===== src/rtl/param_nfa_engine.sv =====
// One-hot NFA matcher for a single linear pattern with per-position "+" self-loops.
// Define PAYLOAD_NFA_MULTILINE_EN to let a newline class re-arm an anchored pattern.
module param_nfa_engine #(
  parameter int unsigned                  NUM_STATES  = 12,
  parameter int unsigned                  NUM_CLASSES = 32,
  parameter int unsigned                  SEL_W       = 5,
  parameter logic [NUM_STATES*SEL_W-1:0]  CLASS_SEL   = '0,
  parameter logic [NUM_STATES-1:0]        SELF_LOOP   = '0,
  parameter bit                           ANCHORED    = 1'b0,
  parameter int unsigned                  OFFSET_W    = 16,
  parameter int unsigned                  NL_CLASS    = 0
) (
  input  logic                   clk_i,
  input  logic                   sod_i,
  input  logic                   en_i,
  input  logic [NUM_CLASSES-1:0] in_cls_i,
  input  logic                   eod_i,
  output logic                   out_o,
  output logic                   result_valid_o,
  output logic [OFFSET_W-1:0]    first_offset_o,
  output logic [OFFSET_W-1:0]    match_count_o
);

  localparam logic [OFFSET_W-1:0] CntMax = '1;

  logic [NUM_STATES-1:0] cls_hit, pred, s_step, s_d, s_q;
  logic                  nl_hit, arm;
  logic                  first_byte_d, first_byte_q;
  logic                  out_d, out_q;
  logic                  rv_d, rv_q;
  logic                  pend_d, pend_q;
  logic [OFFSET_W-1:0]   byte_cnt_d, byte_cnt_q;
  logic [OFFSET_W-1:0]   fo_d, fo_q;
  logic [OFFSET_W-1:0]   mc_d, mc_q;

  // Selectors are elaboration-time constants; an out-of-range class reads as 0.
  for (genvar gi = 0; gi < NUM_STATES; gi++) begin : g_hit
    localparam int unsigned Sel = int'(CLASS_SEL[gi*SEL_W +: SEL_W]);
    if (Sel < NUM_CLASSES) begin : g_in
      assign cls_hit[gi] = in_cls_i[Sel];
    end else begin : g_out
      assign cls_hit[gi] = 1'b0;
    end
  end

`ifdef PAYLOAD_NFA_MULTILINE_EN
  if (ANCHORED && (NL_CLASS < NUM_CLASSES)) begin : g_nl
    assign nl_hit = in_cls_i[NL_CLASS];
  end else begin : g_no_nl
    assign nl_hit = 1'b0;
  end
`else
  assign nl_hit = 1'b0;
`endif

  always_comb begin
    arm = ANCHORED ? first_byte_q : 1'b1;
    pred = '0;
    pred[0] = arm;
    for (int i = 1; i < NUM_STATES; i++) begin
      pred[i] = s_q[i-1];
    end
    s_step = cls_hit & (pred | (SELF_LOOP & s_q));
  end

  always_comb begin
    s_d          = s_q;
    first_byte_d = first_byte_q;
    out_d        = out_q;
    pend_d       = pend_q;
    byte_cnt_d   = byte_cnt_q;
    fo_d         = fo_q;
    mc_d         = mc_q;
    rv_d         = en_i & (eod_i | pend_q);
    if (en_i) begin
      s_d          = s_step;
      first_byte_d = nl_hit;
      // A match completing on the eod byte earns a second result pulse next byte.
      pend_d       = eod_i & s_step[NUM_STATES-1];
      if (byte_cnt_q != CntMax) begin
        byte_cnt_d = byte_cnt_q + OFFSET_W'(1);
      end
      if (s_q[NUM_STATES-1]) begin
        out_d = 1'b1;
        if (mc_q != CntMax) begin
          mc_d = mc_q + OFFSET_W'(1);
        end
        if (!out_q) begin
          fo_d = byte_cnt_q - OFFSET_W'(1);
        end
      end
    end
  end

  always_ff @(posedge clk_i) begin
    if (sod_i) begin
      s_q          <= '0;
      first_byte_q <= 1'b1;
      out_q        <= 1'b0;
      rv_q         <= 1'b0;
      pend_q       <= 1'b0;
      byte_cnt_q   <= '0;
      fo_q         <= '0;
      mc_q         <= '0;
    end else begin
      s_q          <= s_d;
      first_byte_q <= first_byte_d;
      out_q        <= out_d;
      rv_q         <= rv_d;
      pend_q       <= pend_d;
      byte_cnt_q   <= byte_cnt_d;
      fo_q         <= fo_d;
      mc_q         <= mc_d;
    end
  end

  assign out_o          = out_q;
  assign result_valid_o = rv_q;
  assign first_offset_o = fo_q;
  assign match_count_o  = mc_q;

endmodule

===== config.mk =====
export PLATFORM = sky130hd
export DESIGN_NAME = param_nfa_engine
export DESIGN_NICKNAME = d
export VERILOG_FILES = /design/src/rtl/param_nfa_engine.sv
export SDC_FILE = /design/constraint.sdc
export NUM_CORES = 1
export LEC_CHECK = 0
export ABC_AREA = 1
export CELL_PAD_IN_SITES_DETAIL_PLACEMENT = 0
export CELL_PAD_IN_SITES_GLOBAL_PLACEMENT = 1
export CORE_MARGIN = 2
export CORE_UTILIZATION = 36
export CTS_CLUSTER_DIAMETER = 40
export CTS_CLUSTER_SIZE = 20
export DETAILED_ROUTE_END_ITERATION = 16
export PLACE_DENSITY = 0.87
export SLEW_MARGIN = 20
export SYNTH_ARGS = -nofsm -noshare
export SYNTH_HDL_FRONTEND = slang
export SYNTH_SLANG_ARGS = --single-unit

===== constraint.sdc =====
create_clock -name clk_i -period 1.65 [get_ports clk_i]
set_input_delay 0.165 -clock clk_i [delete_from_list [all_inputs] [get_ports clk_i]]
set_output_delay 0.165 -clock clk_i [all_outputs]
set_load 0.005 [all_outputs]

Word-level counts from Yosys, hierarchy flattened. Index checks and enable logic that the tools add are counted.

Bits in registers: 63. Output and inout bits: 34. Logic and storage cells: 21.

Add/sub/neg operators: 3. Eq/ne operators: 2. Bitwise gates (word level): 5. Reductions and logical operators: 4.

Operator list (number): 16-bit by 1-bit adder with 16-bit output, second input constant (2); 16-bit != test, second input constant (2); 16-bit by 1-bit subtractor with 16-bit output, second input constant (1); 12-bit AND (1); 3-bit AND reduction (2); 2-bit AND reduction (2); 1-bit AND (2); 1-bit inverter (1); 1-bit OR (1).

Logic depth before layout (Yosys ltp). Gate-level depths: netlist of run 1.

Word-level depth: 2. Mapped depth: 10. Depth with buffers taken out: 10.

Worst setup path before layout of run 1. Ideal clock, no wire load.

Path type: register to register. From: register mc_q[0] (netlist: match_count_o[0]). To: register mc_q[0] (netlist: match_count_o[0]). Data arrival time: 1288 ps. Path slack: 246 ps. Cell stages (with the launch flop): 10. Buffers on the path: 1. Cells stage by stage: dfxtp_1 -> ha_1 -> nand2_1 -> nor2_2 -> nand2_2 -> nor2_1 -> nor2_2 -> buf_6 -> nor2_1 -> nor2_1.

Longest elaborated chain between the ends: 2. Elaborated cells between the ends (all ways): 3. Those cells by class: 1 x add/sub; 1 x eq/ne; 1 x reduce/logical.

Ends and longest elaborated chain: from (decl) (line 34) `logic [OFFSET_W-1:0] mc_d, mc_q;`; from (signal assigned) (line 113) `mc_q <= mc_d;`; branches (longest 2 deep; another with 16-bit by 1-bit adder with 16-bit output).

Parallel ways; which one is timed is not known. A chain may end at the register's enable or synchronous reset.

Worst setup path after layout of run 1.
From: register byte_cnt_q[1]. To: register byte_cnt_q[5].

Longest elaborated chain between the ends: 2. Elaborated cells between the ends (all ways): 3. Those cells by class: 1 x add/sub; 1 x eq/ne; 1 x reduce/logical.

Ends and longest elaborated chain: from (decl) (line 32) `logic [OFFSET_W-1:0] byte_cnt_d, byte_cnt_q;`; from (signal assigned) (line 111) `byte_cnt_q <= byte_cnt_d;`; branches (longest 2 deep; another with 16-bit by 1-bit adder with 16-bit output).

Parallel ways; which one is timed is not known.

==> results.cfg, run 1 <==
[placed_design]
dp_hpwl_microns = 5650
port_buffers = 38
gp_congestion = 0.836
place_area_sq_um = 3960

[worst_setup_path]
start_kind = register
critPathMaxFanout = 9
end_kind = register
path_class = register to register
cp.arrival_ns = 1.74
worstPathRequired_ns = 1.87

[floorplan]
fp.dieH_microns = 102
core_area_sq_um = 9280
rows = 35
start_util_pct = 37.2
io_pins = 70
design.die.area_sq_um = 10400
fp.dieW_microns = 102

[grt]
grt_usage_pct = 16.3
grt_pass1_wl_microns = 13400
antenna_found_initial = 0
grt_pass1_vias = 3010
gr-total-overflow = 0
grt_max_degree = 47

[synthesis]
ys_seq_area_share_pct = 36.6
syn_area_sq_um = 3450
yosys-mux-area-fraction_pct = 0
synth_top_family_by_area = simple AND/OR/NAND/NOR gates
synth-xor-area-share_pct = 4.06
yosysUniqueCellTypes = 29
syn_nets = 566
yosys.area.top_type_share_pct = 36.6
synth_adder_area_share_pct = 1.09
ys_ff_latch = 63
yosys.area_share.simple_pct = 38.4
synth-compound-area-share_pct = 9.00
synth.area.top_cells = dfxtp_1 (37%), nand2_1 (16%), nor2_1 (9.7%)
synthesis.instances = 527
syn_avg_cell_area_sq_um = 6.55
yosysTopAreaCell = dfxtp_1
synth-warning-count = 0

[routing]
routed_via_density = 4.64
final_antenna_net_count = 0
wl_microns = 7860
wl_per_cell_microns = 11.2
drc_errors = 0
vias = 3262
drt_iter0_drc = 163
first_pass_iters = 4

[finish]
seqCellArea_sq_um = 1260
multi_input_area_sq_um = 1830
layout_common_cells = nand2_1 (147), nor2_1 (88), dfxtp_1 (60)
final_layout_size_suffix_gt1_share_pct = 11.7
final_common_cell = nand2_1
fin_nets = 608
stdcell_area_sq_um = 4220
diodes = 0
fill_cells = 966
final_util_pct = 45.5
area_growth_pct = 22.3

[timing]
worst_pin_slew_ns = 0.540
finClkSkew_ns = 0.0104
rsz0062_at_grt = false
fmax_ghz = 0.657
drv_slew = 0
setup_viol = 0
fin_tns_setup_ns = 0
hold_violations = 0
period_share_pct = 92.2
period_minus_slack_ns = 1.52
slew_headroom_pct = 64.0

[min_path]
min_path_type = primary input to register

[clock_tree]
clock_latency_ns = 0.35
ctsRootBufferMaster = clkbuf_8
cts_tree = built
clk_pin_slew_ns = 0.08
cts_buffers = 9
cts_hold_buf = 0
clk_path_buf_depth = 2
postCtsSetupBuffers = 0
cts_resized = 0
htree_levels = 3
clkSinkCount = 63

[run]
cap_violations = 0

[power]
ir_drop_mv = 0.458
p_total_w = 0.00334
p_per_area_nw_per_um2 = 792
p_leak_nw = 1.74

[run_status]
status = completed
path summary, 6_finish.rpt:
path / from / end / slack, ns / cells after the start
worst min-delay path: sod_i / match_count_o[8] / 0.35 / 4
worst max register to register: byte_cnt_q[1] / byte_cnt_q[5] / 0.13 / 9
worst max-delay path: byte_cnt_q[1] / byte_cnt_q[5] / 0.13 / 9
worst min register to register: s_q[3] / s_q[4] / 0.46 / 2
sequential cells by signal, summed over array words and instances, names as in the netlist:
signal          count
byte_cnt_q         16
first_offset_o     16
match_count_o      16
out_o               1
pend_q              1
result_valid_o      1
s_q                12
cells by family (layout without fill, tap and decap cells):
kind of cell             count (synthesis)  after routing
AO/OA/AOI/OAI                           60             60
XOR/XNOR                                16             16
adder cells (fa/ha/maj)                  3              3
AND/OR/NAND/NOR                        307            307
buffers and inverters                   78            125
flip-flops                              63             63
cells in the mapped netlist:
cell type,instances
a21oi_2,2
ha_1,3
xnor2_1,2
buf_6,7
xor2_1,14
nor3_1,4
clkbuf_1,1
nand2_1,147
nor2_2,5
nand2_2,9
a21oi_1,37
buf_2,8
nor2_4,5
inv_1,50
buf_1,4
nand4_1,8
nand2_4,1
o21ai_1,4
o21ai_0,15
nand3_2,2
a31oi_1,2
inv_2,2
nor2_1,89
clkinv_1,1
nand3_1,33
nand3b_1,3
buf_4,5
nor3b_1,1
dfxtp_1,63
stage by stage:
| stage | hold slack (ns) | cells | setup WS [ns] |
|---|---|---|---|
| 4_1_cts | 0.351 | 703 | 0.0503 |
| 6_report | 0.349 | 703 | 0.128 |
| 2_1_floorplan | 0.325 | 527 | 0.246 |
| 3_5_place_dp | 0.456 | 687 | 0.0722 |
| 3_3_place_gp | 0.446 | 687 | 0.0682 |
| 5_1_grt | 0.390 | 703 | 0.000730 |
critical path, cell delays in order, from the launching register on:
cell and delay, ns:
dfxtp_2 0.37, ha_2 0.22, nand2_1 0.09, nor2_4 0.13
nand2_2 0.09, nor2_4 0.13, nor2_4 0.04, buf_4 0.17
nand2_1 0.08, a21oi_1 0.06
power by group:
group          leakage, nW  internal, W  switching, W
clock                0.123      0.00101      0.000643
combinational         1.10    0.0000570      0.000106
sequential           0.509      0.00153    0.00000421
metal layers:
layer / track usage (%) / wire [microns]
met1: 21.2 / 3720
met2: 26.3 / 3610
met3: 3.42 / 391
met4: 7.18 / 138
met5: 0 / 0
cell type report:
type	instances	share of cell area (%)
inverters	53	4.71
multi-input cells	386	43.3
flip-flops and latches	63	30.0
repair buffers	56	12.4
clock buffers	9	2.94
well taps	129	3.82
clock inverters	7	2.88
Power figures use the tool's default switching activity.
==> run 2: changes to the inputs <==
--- a/config.mk
+++ b/config.mk
@@ -9,11 +9,13 @@
 export CELL_PAD_IN_SITES_DETAIL_PLACEMENT = 0
 export CELL_PAD_IN_SITES_GLOBAL_PLACEMENT = 1
 export CORE_MARGIN = 2
-export CORE_UTILIZATION = 36
+export CORE_UTILIZATION = 32
 export CTS_CLUSTER_DIAMETER = 40
 export CTS_CLUSTER_SIZE = 20
 export DETAILED_ROUTE_END_ITERATION = 16
-export PLACE_DENSITY = 0.87
+export HOLD_SLACK_MARGIN = 0.05
+export MAX_ROUTING_LAYER = met4
+export PLACE_DENSITY = 0.82
 export SLEW_MARGIN = 20
 export SYNTH_ARGS = -nofsm -noshare
 export SYNTH_HDL_FRONTEND = slang
==> constraint.sdc (replaced) <==
create_clock -name clk_i -period 1.2 [get_ports clk_i]
set_input_delay 0.12 -clock clk_i [delete_from_list [all_inputs] [get_ports clk_i]]
set_output_delay 0.12 -clock clk_i [all_outputs]
set_load 0.005 [all_outputs]
==> results.cfg, run 2 (synthesis gave the netlist of run 1 again) <==
[run_status]
status = complete, but fails checks
violations = setup timing

[worst_setup_path]
max_stage_delay_ns = 0.37
critPathMaxFanout = 6
cp_top_family = simple AND/OR/NAND/NOR gates
startpoint = match_count_o[0]
crit_top_cell = nand2_4
crit-reg2reg-launch = match_count_o[0]
path_class = register to register
end_kind = register
cp_cell_sequence = ha_4 -> nand2_4 -> nor2_4 -> nand2_4 -> inv_6 -> nand2_8 -> nand2_8 -> nand2_4 -> a21oi_2
worstPathRequired_ns = 1.47
crit_buf_inv = 1
crit_slowest_cell = dfxtp_4
start_kind = register
cp.arrival_ns = 1.67

[timing]
whs_ns = 0.397
drv_slew = 0
fmax_ghz = 0.716
slew_headroom_pct = 71.6
setup_viol = 38
finClkSkew_ns = 0.0211
period_share_pct = 116
worst_pin_slew_ns = 0.423
fin_tns_setup_ns = -5.24
rsz0062_at_grt = true
hold_violations = 0
setup_slack_ns = -0.197
period_minus_slack_ns = 1.40

[clock_tree]
cts_tree = built
clkSinkCount = 63
clock_latency_ns = 0.35
cts_hold_buf = 0
clk_path_buf_depth = 2
cts_buffers = 9
htree_levels = 3
clk_pin_slew_ns = 0.08
ctsRootBufferMaster = clkbuf_8

[placed_design]
gp_congestion = 0.888
dp_cells = 778
port_buffers = 38
dp_hpwl_microns = 6890

[routing]
final_antenna_net_count = 0
wl_per_cell_microns = 12.8
routed_via_density = 4.63
wl_microns = 10500
drc_errors = 0
vias = 3795
first_pass_iters = 5
drt_iter0_drc = 229

[grt]
grt_pass1_vias = 3730
gr-total-overflow = 0
grt_max_degree = 21
grt_usage_pct = 18.9
grt_pass1_wl_microns = 17000
antenna_found_initial = 0

[finish]
final_layout_size_suffix_gt1_share_pct = 43.6
final_common_cell = nand2_1
diodes = 0
layout_common_cells = nand2_1 (121), buf_4 (113), nor2_1 (63)
fin_cells = 820
final_util_pct = 53.4
area_growth_pct = 61.2
fin_nets = 718

[run]
cap_violations = 0

[floorplan]
start_util_pct = 33.1
fp.dieW_microns = 108
fp.dieH_microns = 108
design.die.area_sq_um = 11600
rows = 37
core_area_sq_um = 10400
io_pins = 70

[power]
ir_drop_mv = 0.433
p_per_area_nw_per_um2 = 746
p_leak_nw = 2.59

[min_path]
min_path_type = primary input to register
hp-start = eod_i
==> run 2: changes by cell type in the layout (fill, tap and decap cells not counted), sizes merged, moves of 2 or more <==
cell	before	now
buf	19	128
bufinv	3	0
clkbuf	9	11
clkdlybuf4s15	0	8
clkdlybuf4s50	37	4
dlygate4sd2	0	24
inv	52	54
==> run 2: worst reg2reg max path, cell delays in order (launching register included) <==
cell and delay, ns:
dfxtp_4 0.37, ha_4 0.14, nand2_4 0.05, nor2_4 0.17, nand2_4 0.10, inv_6 0.09, nand2_8 0.10, nand2_8 0.12
nand2_4 0.05, a21oi_2 0.14
==> run 2: repair_timing <==
action | 4_1_cts | 5_1_grt
gates resized for setup | 162 | 58
cloned | 2 | 0
pin swaps | 33 | 19
endpoints found under the setup margin | 78 | 55
buffers inserted | 19 | 6
==> run 2: power breakdown <==
group / internal [W] / total (W) / switching, W
Sequential: 0.00208 / 0.00209 / 0.00000892
Combinational: 0.000130 / 0.000311 / 0.000182
Clock: 0.000818 / 0.00175 / 0.000931
==> run 2: worst paths after layout <==
check | depth (start not counted) | slack, ns | endpoint
max | 9 | -0.20 | match_count_o[5]
min reg2reg | 2 | 0.46 | s_q[5]
min | 3 | 0.40 | pend_q
max reg2reg | 9 | -0.20 | match_count_o[5]
==> run 2: area by class of cell <==
cell class	count	area, sq um
Tap cell	136	170
Fill cell	960	4860
Sequential cell	63	1330
Clock buffer	10	138
Multi-Input combinational cell	387	2300
Timing Repair Buffer	165	1370
Inverter	53	210
Clock inverter	6	42.5
==> run 2: routing by layer <==
| metal | global-route usage (%) | up-vias | routed length [microns] |
|---|---|---|---|
| li1 | - | 1956 | - |
| met1 | 22.4 | 1752 | 4550 |
| met2 | 32.6 | 67 | 5420 |
| met3 | 3.27 | 20 | 328 |
| met4 | 6.32 | 0 | 170 |
| met5 | - | - | 0 |
==> run 2: through the flow <==
| step | total power [W] | area (sq um) | worst slack (ns) |
|---|---|---|---|
| 5_1_grt | 0.00432 | 5560 | -0.293 |
| 6_report | 0.00415 | 5560 | -0.197 |
| 3_3_place_gp | 0.00241 | 4680 | -0.227 |
| 3_5_place_dp | 0.00242 | 4680 | -0.251 |
| 4_1_cts | 0.00416 | 5340 | -0.206 |
| 2_1_floorplan | 0.00230 | 3510 | -0.0765 |
